`src/rtl/operand_sender.sv`:
```
// Operand sender: buffers host operand words, replays each as setup / rq pulse / hold transaction.
// Latency: push at edge N into idle empty block -> out_data at N+1, out_rq at N+2 for RQ_W cycles.
// Backpressure: sm_ready gates the IDLE pop only; full FIFO drops pushes and sets sticky overflow.

module operand_sender_fifo #(
  parameter int DATA_W = 16,
  parameter int DEPTH  = 4
) (
  input  logic                     clk,
  input  logic                     rst_n,
  input  logic                     push_vld,
  input  logic [DATA_W-1:0]        push_dat,
  input  logic                     pop_vld,
  output logic [DATA_W-1:0]        head_dat,
  output logic [$clog2(DEPTH):0]   count,
  output logic                     full,
  output logic                     empty
);
  // Generic synchronous FIFO with registered occupancy count.
  // Latency: pushed word visible at head one cycle after the push edge.
  // Backpressure: push while full is accepted only when a pop happens in the same cycle.

  localparam int PW = $clog2(DEPTH);
  localparam int CW = $clog2(DEPTH) + 1;

  logic [DATA_W-1:0] mem [DEPTH];
  logic [PW-1:0]     wr_ptr_q;
  logic [PW-1:0]     rd_ptr_q;
  logic [CW-1:0]     count_q;
  logic              push_ok;
  logic              pop_ok;

  assign full     = (count_q == CW'(DEPTH));
  assign empty    = (count_q == '0);
  assign count    = count_q;
  assign head_dat = mem[rd_ptr_q];
  assign pop_ok   = pop_vld && !empty;
  assign push_ok  = push_vld && (!full || pop_ok);

  always_ff @(posedge clk) begin
    if (push_ok) begin
      mem[wr_ptr_q] <= push_dat;
    end
  end

  // Pointers wrap naturally because DEPTH is a power of two.
  always_ff @(posedge clk or negedge rst_n) begin
    if (!rst_n) begin
      wr_ptr_q <= '0;
      rd_ptr_q <= '0;
      count_q  <= '0;
    end else begin
      if (push_ok) wr_ptr_q <= wr_ptr_q + PW'(1);
      if (pop_ok)  rd_ptr_q <= rd_ptr_q + PW'(1);
      case ({push_ok, pop_ok})
        2'b10:   count_q <= count_q + CW'(1);
        2'b01:   count_q <= count_q - CW'(1);
        default: count_q <= count_q;
      endcase
    end
  end

endmodule

module operand_sender #(
  parameter int DATA_W = 16,
  parameter int DEPTH  = 4,
  parameter int RQ_W   = 1,
  parameter int GAP    = 2
) (
  input  logic                     clk,
  input  logic                     rst_n,
  input  logic                     wr_en,
  input  logic [DATA_W-1:0]        wr_data,
  input  logic                     sm_ready,
  output logic [DATA_W-1:0]        out_data,
  output logic                     out_rq,
  output logic                     busy,
  output logic [$clog2(DEPTH):0]   count,
  output logic                     full,
  output logic                     empty,
  output logic                     overflow
);
  // Paced operand transmitter into the control state machine in/rq inputs.
  // Latency: 2 cycles from push to rq rise; one word per 1+RQ_W+GAP+1 cycles.
  // Backpressure: sm_ready sampled only in IDLE; dropped pushes set sticky overflow.

  localparam int TMAX = (RQ_W > GAP) ? RQ_W : GAP;
  localparam int TW   = $clog2(TMAX + 1);

  typedef enum logic [1:0] {
    IDLE  = 2'd0,
    SETUP = 2'd1,
    PULSE = 2'd2,
    HOLD  = 2'd3
  } state_t;

  state_t            state_q;
  state_t            state_nxt;
  logic [TW-1:0]     tmr_q;
  logic [TW-1:0]     tmr_nxt;
  logic [DATA_W-1:0] out_data_q;
  logic              out_rq_q;
  logic              ovf_q;
  logic              pop;
  logic              rq_nxt;
  logic              busy_d;
  logic [DATA_W-1:0] head_dat;

  operand_sender_fifo #(
    .DATA_W (DATA_W),
    .DEPTH  (DEPTH)
  ) u_fifo (
    .clk      (clk),
    .rst_n    (rst_n),
    .push_vld (wr_en),
    .push_dat (wr_data),
    .pop_vld  (pop),
    .head_dat (head_dat),
    .count    (count),
    .full     (full),
    .empty    (empty)
  );

  // State register; out_rq is registered from the next state so it never glitches.
  always_ff @(posedge clk or negedge rst_n) begin
    if (!rst_n) begin
      state_q    <= IDLE;
      tmr_q      <= '0;
      out_data_q <= '0;
      out_rq_q   <= 1'b0;
      ovf_q      <= 1'b0;
    end else begin
      state_q  <= state_nxt;
      tmr_q    <= tmr_nxt;
      out_rq_q <= rq_nxt;
      if (pop) begin
        out_data_q <= head_dat;
      end
      if (wr_en && full && !pop) begin
        ovf_q <= 1'b1;
      end
    end
  end

  always_comb begin
    state_nxt = state_q;
    tmr_nxt   = tmr_q;
    case (state_q)
      IDLE: begin
        if (!empty && sm_ready) state_nxt = SETUP;
      end
      SETUP: begin
        state_nxt = PULSE;
        tmr_nxt   = TW'(RQ_W - 1);
      end
      PULSE: begin
        if (tmr_q == '0) begin
          state_nxt = HOLD;
          tmr_nxt   = TW'(GAP - 1);
        end else begin
          tmr_nxt = tmr_q - TW'(1);
        end
      end
      HOLD: begin
        if (tmr_q == '0) begin
          state_nxt = IDLE;
        end else begin
          tmr_nxt = tmr_q - TW'(1);
        end
      end
      default: state_nxt = IDLE;
    endcase
  end

  always_comb begin
    pop    = 1'b0;
    busy_d = 1'b1;
    rq_nxt = (state_nxt == PULSE);
    if (state_q == IDLE) begin
      busy_d = 1'b0;
      pop    = !empty && sm_ready;
    end
  end

  assign out_data = out_data_q;
  assign out_rq   = out_rq_q;
  assign busy     = busy_d;
  assign overflow = ovf_q;

endmodule
```
`config.mk`:
```
export PLATFORM = sky130hd
export DESIGN_NAME = operand_sender
export DESIGN_NICKNAME = d
export VERILOG_FILES = /design/src/rtl/operand_sender.sv
export SDC_FILE = /design/constraint.sdc
export NUM_CORES = 1
export LEC_CHECK = 0
export CAP_MARGIN = 20
export CORE_AREA = 8 8 104 106
export CTS_BUF_LIST = sky130_fd_sc_hd__clkbuf_2 sky130_fd_sc_hd__clkbuf_4 sky130_fd_sc_hd__clkbuf_8
export CTS_CLUSTER_SIZE = 40
export DETAILED_ROUTE_END_ITERATION = 12
export DIE_AREA = 0 0 112 114
export MAX_ROUTING_LAYER = met4
export PLACE_DENSITY_LB_ADDON = 0.15
export SYNTH_ARGS = -nofsm -noshare
export SYNTH_HDL_FRONTEND = slang
export SYNTH_HIERARCHICAL = 1
export SYNTH_SLANG_ARGS = --single-unit
```
`constraint.sdc`:
```
create_clock -name clk -period 3.9 [get_ports clk]
set_clock_uncertainty 0.1 [all_clocks]
set_input_delay 0.78 -clock clk [delete_from_list [all_inputs] [get_ports clk]]
set_output_delay 0.78 -clock clk [all_outputs]
set_load 0.01 [all_outputs]
```
==> results_dict.tcl <==
set metrics [dict create \
    leakagePower_nw 1.65 \
    rows 35 \
    drive_gt1_frac 0.239 \
    whs_path_depth 1 \
    r2r-start "u_fifo/count[0]$_DFFE_PN0P_" \
    maxCapViolCount 0 \
    yosysMostFrequentCell "edfxtp_1" \
    die_w_um 112 \
    post-cts-setup-buffers 0 \
    dp_hpwl_um 4090 \
    viasPerCell 4.89 \
    synth.avg_cell_area_um2 19.4 \
    cts_max_level 3 \
    synth_seq_cells 93 \
    finalPower_mw 3.34 \
    r2r-end "u_fifo/count[2]$_DFFE_PN0P_" \
    drcViolationCount 0 \
    synth_edf_count 64 \
    cts-root-buf "clkbuf_8" \
    drt_wl_total_um 6290 \
    synth_area_leaders "edfxtp_1 52%, dfrtp_1 20%, mux4_2 9.7%" \
    irDropWorstVdd_uv 259 \
    grt_overflow_total 0 \
    setup_tns_ns 0 \
    numCtsBuffers 9 \
    final_max_slew_viol_count 0 \
    synthCells 192 \
    powerDensity_nw_per_um2 744 \
    track_usage 0.108 \
    r2r_setup_slack_ns 1.28 \
    core_area_um2 9110 \
    async_flop_share 0.312 \
    max_freq_ghz 0.365 \
    cp-start-kind "flip-flop" \
    fin_crit_ns 2.74 \
    route.antenna.remaining_nets 0 \
    rr_worst_depth 11 \
    cts_num_sinks 93 \
    avgRoutedWirePerCell_um 17.6 \
    busiest_layer "met2" \
    run_status "complete, no violations" \
    first_global_vias 1943 \
    worst_slew_pin_slew_ns 0.793 \
    syn_area_um2 3720 \
    synth_top_area_frac 0.517 \
    finalCritPeriodShare 0.702 \
    grt_pass1_wl_um 10200 \
    hp-start "overflow$_DFFE_PN0P_" \
    initial_core_util 0.408 \
    use_met2 0.174 \
    min_path_type "reg -> reg" \
    ys_seq_area_frac 0.712 \
    antenna_found_initial 0 \
    syn-num-nets 221 \
    synth_top_area_cell "edfxtp_1" \
    hold_viol 0 \
    nets 271 \
    hold_end "overflow$_DFFE_PN0P_" \
    first_iter_violations 29 \
    die-area_um2 12800 \
    grt_max_degree 30 \
    cts_hold_buf 0 \
    cp.arrival_ns 1.86 \
    ys_warn_count 6 \
    synth_cell_types 33 \
    synth_common_cells "64 x edfxtp_1, 29 x dfrtp_1, 16 x mux4_2, 11 x inv_1, 9 x mux2_2" \
    grt_util_met1 0.126 \
    yosys_most_used_dff "edfxtp_1" \
    cts_buffer_depth 2 \
    crit_fanout 6 \
    area_growth_pct 20.8 \
    vias 1749 \
    io_buffers 43 \
    fin_util 0.493 \
    use_met3 0.0306 \
    path_class "reg -> out" \
    required_ns 3.02 \
    num_antenna_cells 0 \
    top_level_ports 44 \
    clk_pin_slew_ns 0.09 \
    cts_tree "yes" \
    dr.pass1.iters 4 \
    ctsResizeCount 0 \
    place.gp.congestion 0.653 \
    worstSetupEndpointType "output port" \
    setup_viol 0 \
    relSlewSlack 0.471 \
    die_h_um 114 \
    clk-insertion-delay-late_ns 0.35 \
    rsz0062_at_grt "no" \
]
-- sequential cells by signal (all words and copies together), names as in the netlist --
name and count:
tmr_q 2, out_rq 1, state_q 2, u_fifo/wr_ptr_q 2, out_data 16, u_fifo/rd_ptr_q 2, u_fifo/mem 64, overflow 1
u_fifo/count 3
-- cell type report --
type / instances / area [um^2]
inverters: 11 / 41.3
flip-flops and latches: 93 / 2650
clock buffers: 9 / 124
well taps: 111 / 139
fillers: 765 / 4620
clock inverters: 7 / 97.6
multi-input cells: 80 / 980
repair buffers: 47 / 460
-- worst max path at each step --
| stage | start | endpoint | slack (ns) | cells after the start |
|---|---|---|---|---|
| after floorplan | u_fifo/count[0]$_DFFE_PN0P_ | u_fifo/count[2]$_DFFE_PN0P_ | 1.19 | 12 |
| after global placement | sm_ready | u_fifo/count[2]$_DFFE_PN0P_ | 0.84 | 10 |
| after detailed placement | sm_ready | u_fifo/count[2]$_DFFE_PN0P_ | 0.80 | 10 |
| after CTS | u_fifo/count[0]$_DFFE_PN0P_ | empty | 1.13 | 2 |
| after global routing | u_fifo/count[0]$_DFFE_PN0P_ | empty | 1.05 | 2 |
| final | u_fifo/count[0]$_DFFE_PN0P_ | full | 1.16 | 3 |
-- metal layers --
| metal | part of all wire | wire [um] | up-vias |
|---|---|---|---|
| met5 | 0 | 0 | - |
| met3 | 0.048 | 300 | 7 |
| li1 | - | - | 822 |
| met1 | 0.44 | 2760 | 885 |
| met4 | 0.012 | 78 | 0 |
| met2 | 0.50 | 3160 | 35 |
-- worst max-delay path, stage by stage (launching register included) --
cell and delay [ns]:
dfrtp_1 0.46, or3b_1 0.43, inv_1 0.08, clkdlybuf4s50_1 0.54
-- through the flow --
step / hold slack [ns] / area [um^2] / instances / setup WS (ns)
2_1_floorplan: 0.384 / 3720 / 192 / 1.19
3_3_place_gp: 0.366 / 4270 / 342 / 0.835
3_5_place_dp: 0.362 / 4270 / 342 / 0.796
4_1_cts: 0.387 / 4490 / 358 / 1.13
5_1_grt: 0.421 / 4490 / 358 / 1.05
6_report: 0.383 / 4490 / 358 / 1.16
-- report_power, final --
| group | internal [mW] | switching (mW) | total (mW) |
|---|---|---|---|
| clock network | 0.363 | 0.333 | 0.696 |
| registers | 1.36 | 0.185 | 1.54 |
| logic | 0.643 | 0.458 | 1.10 |
-- cell families after synthesis --
| group | after synthesis | synth area share |
|---|---|---|
| buf+inv | 19 | 0.0263 |
| xor+xnor | 7 | 0.0165 |
| mux | 34 | 0.159 |
| flops | 93 | 0.712 |
| simple gates | 20 | 0.0323 |
| compound gates | 10 | 0.0209 |
| fa+ha+maj | 9 | 0.0323 |
-- layout by cell type, fill, tap and decap left out, types with 3 or more instances in the layout --
master and count:
clkbuf_8 9, nand2_1 4, and2_2 4, mux4_2 16, ha_1 8, nor2_1 4, xor2_1 4, dfrtp_1 29
clkdlybuf4s50_1 43, xnor2_1 3, mux2_4 8, mux2_2 9, inv_1 11, buf_4 4, edfxtp_1 64
Power figures use the tool's default switching activity.
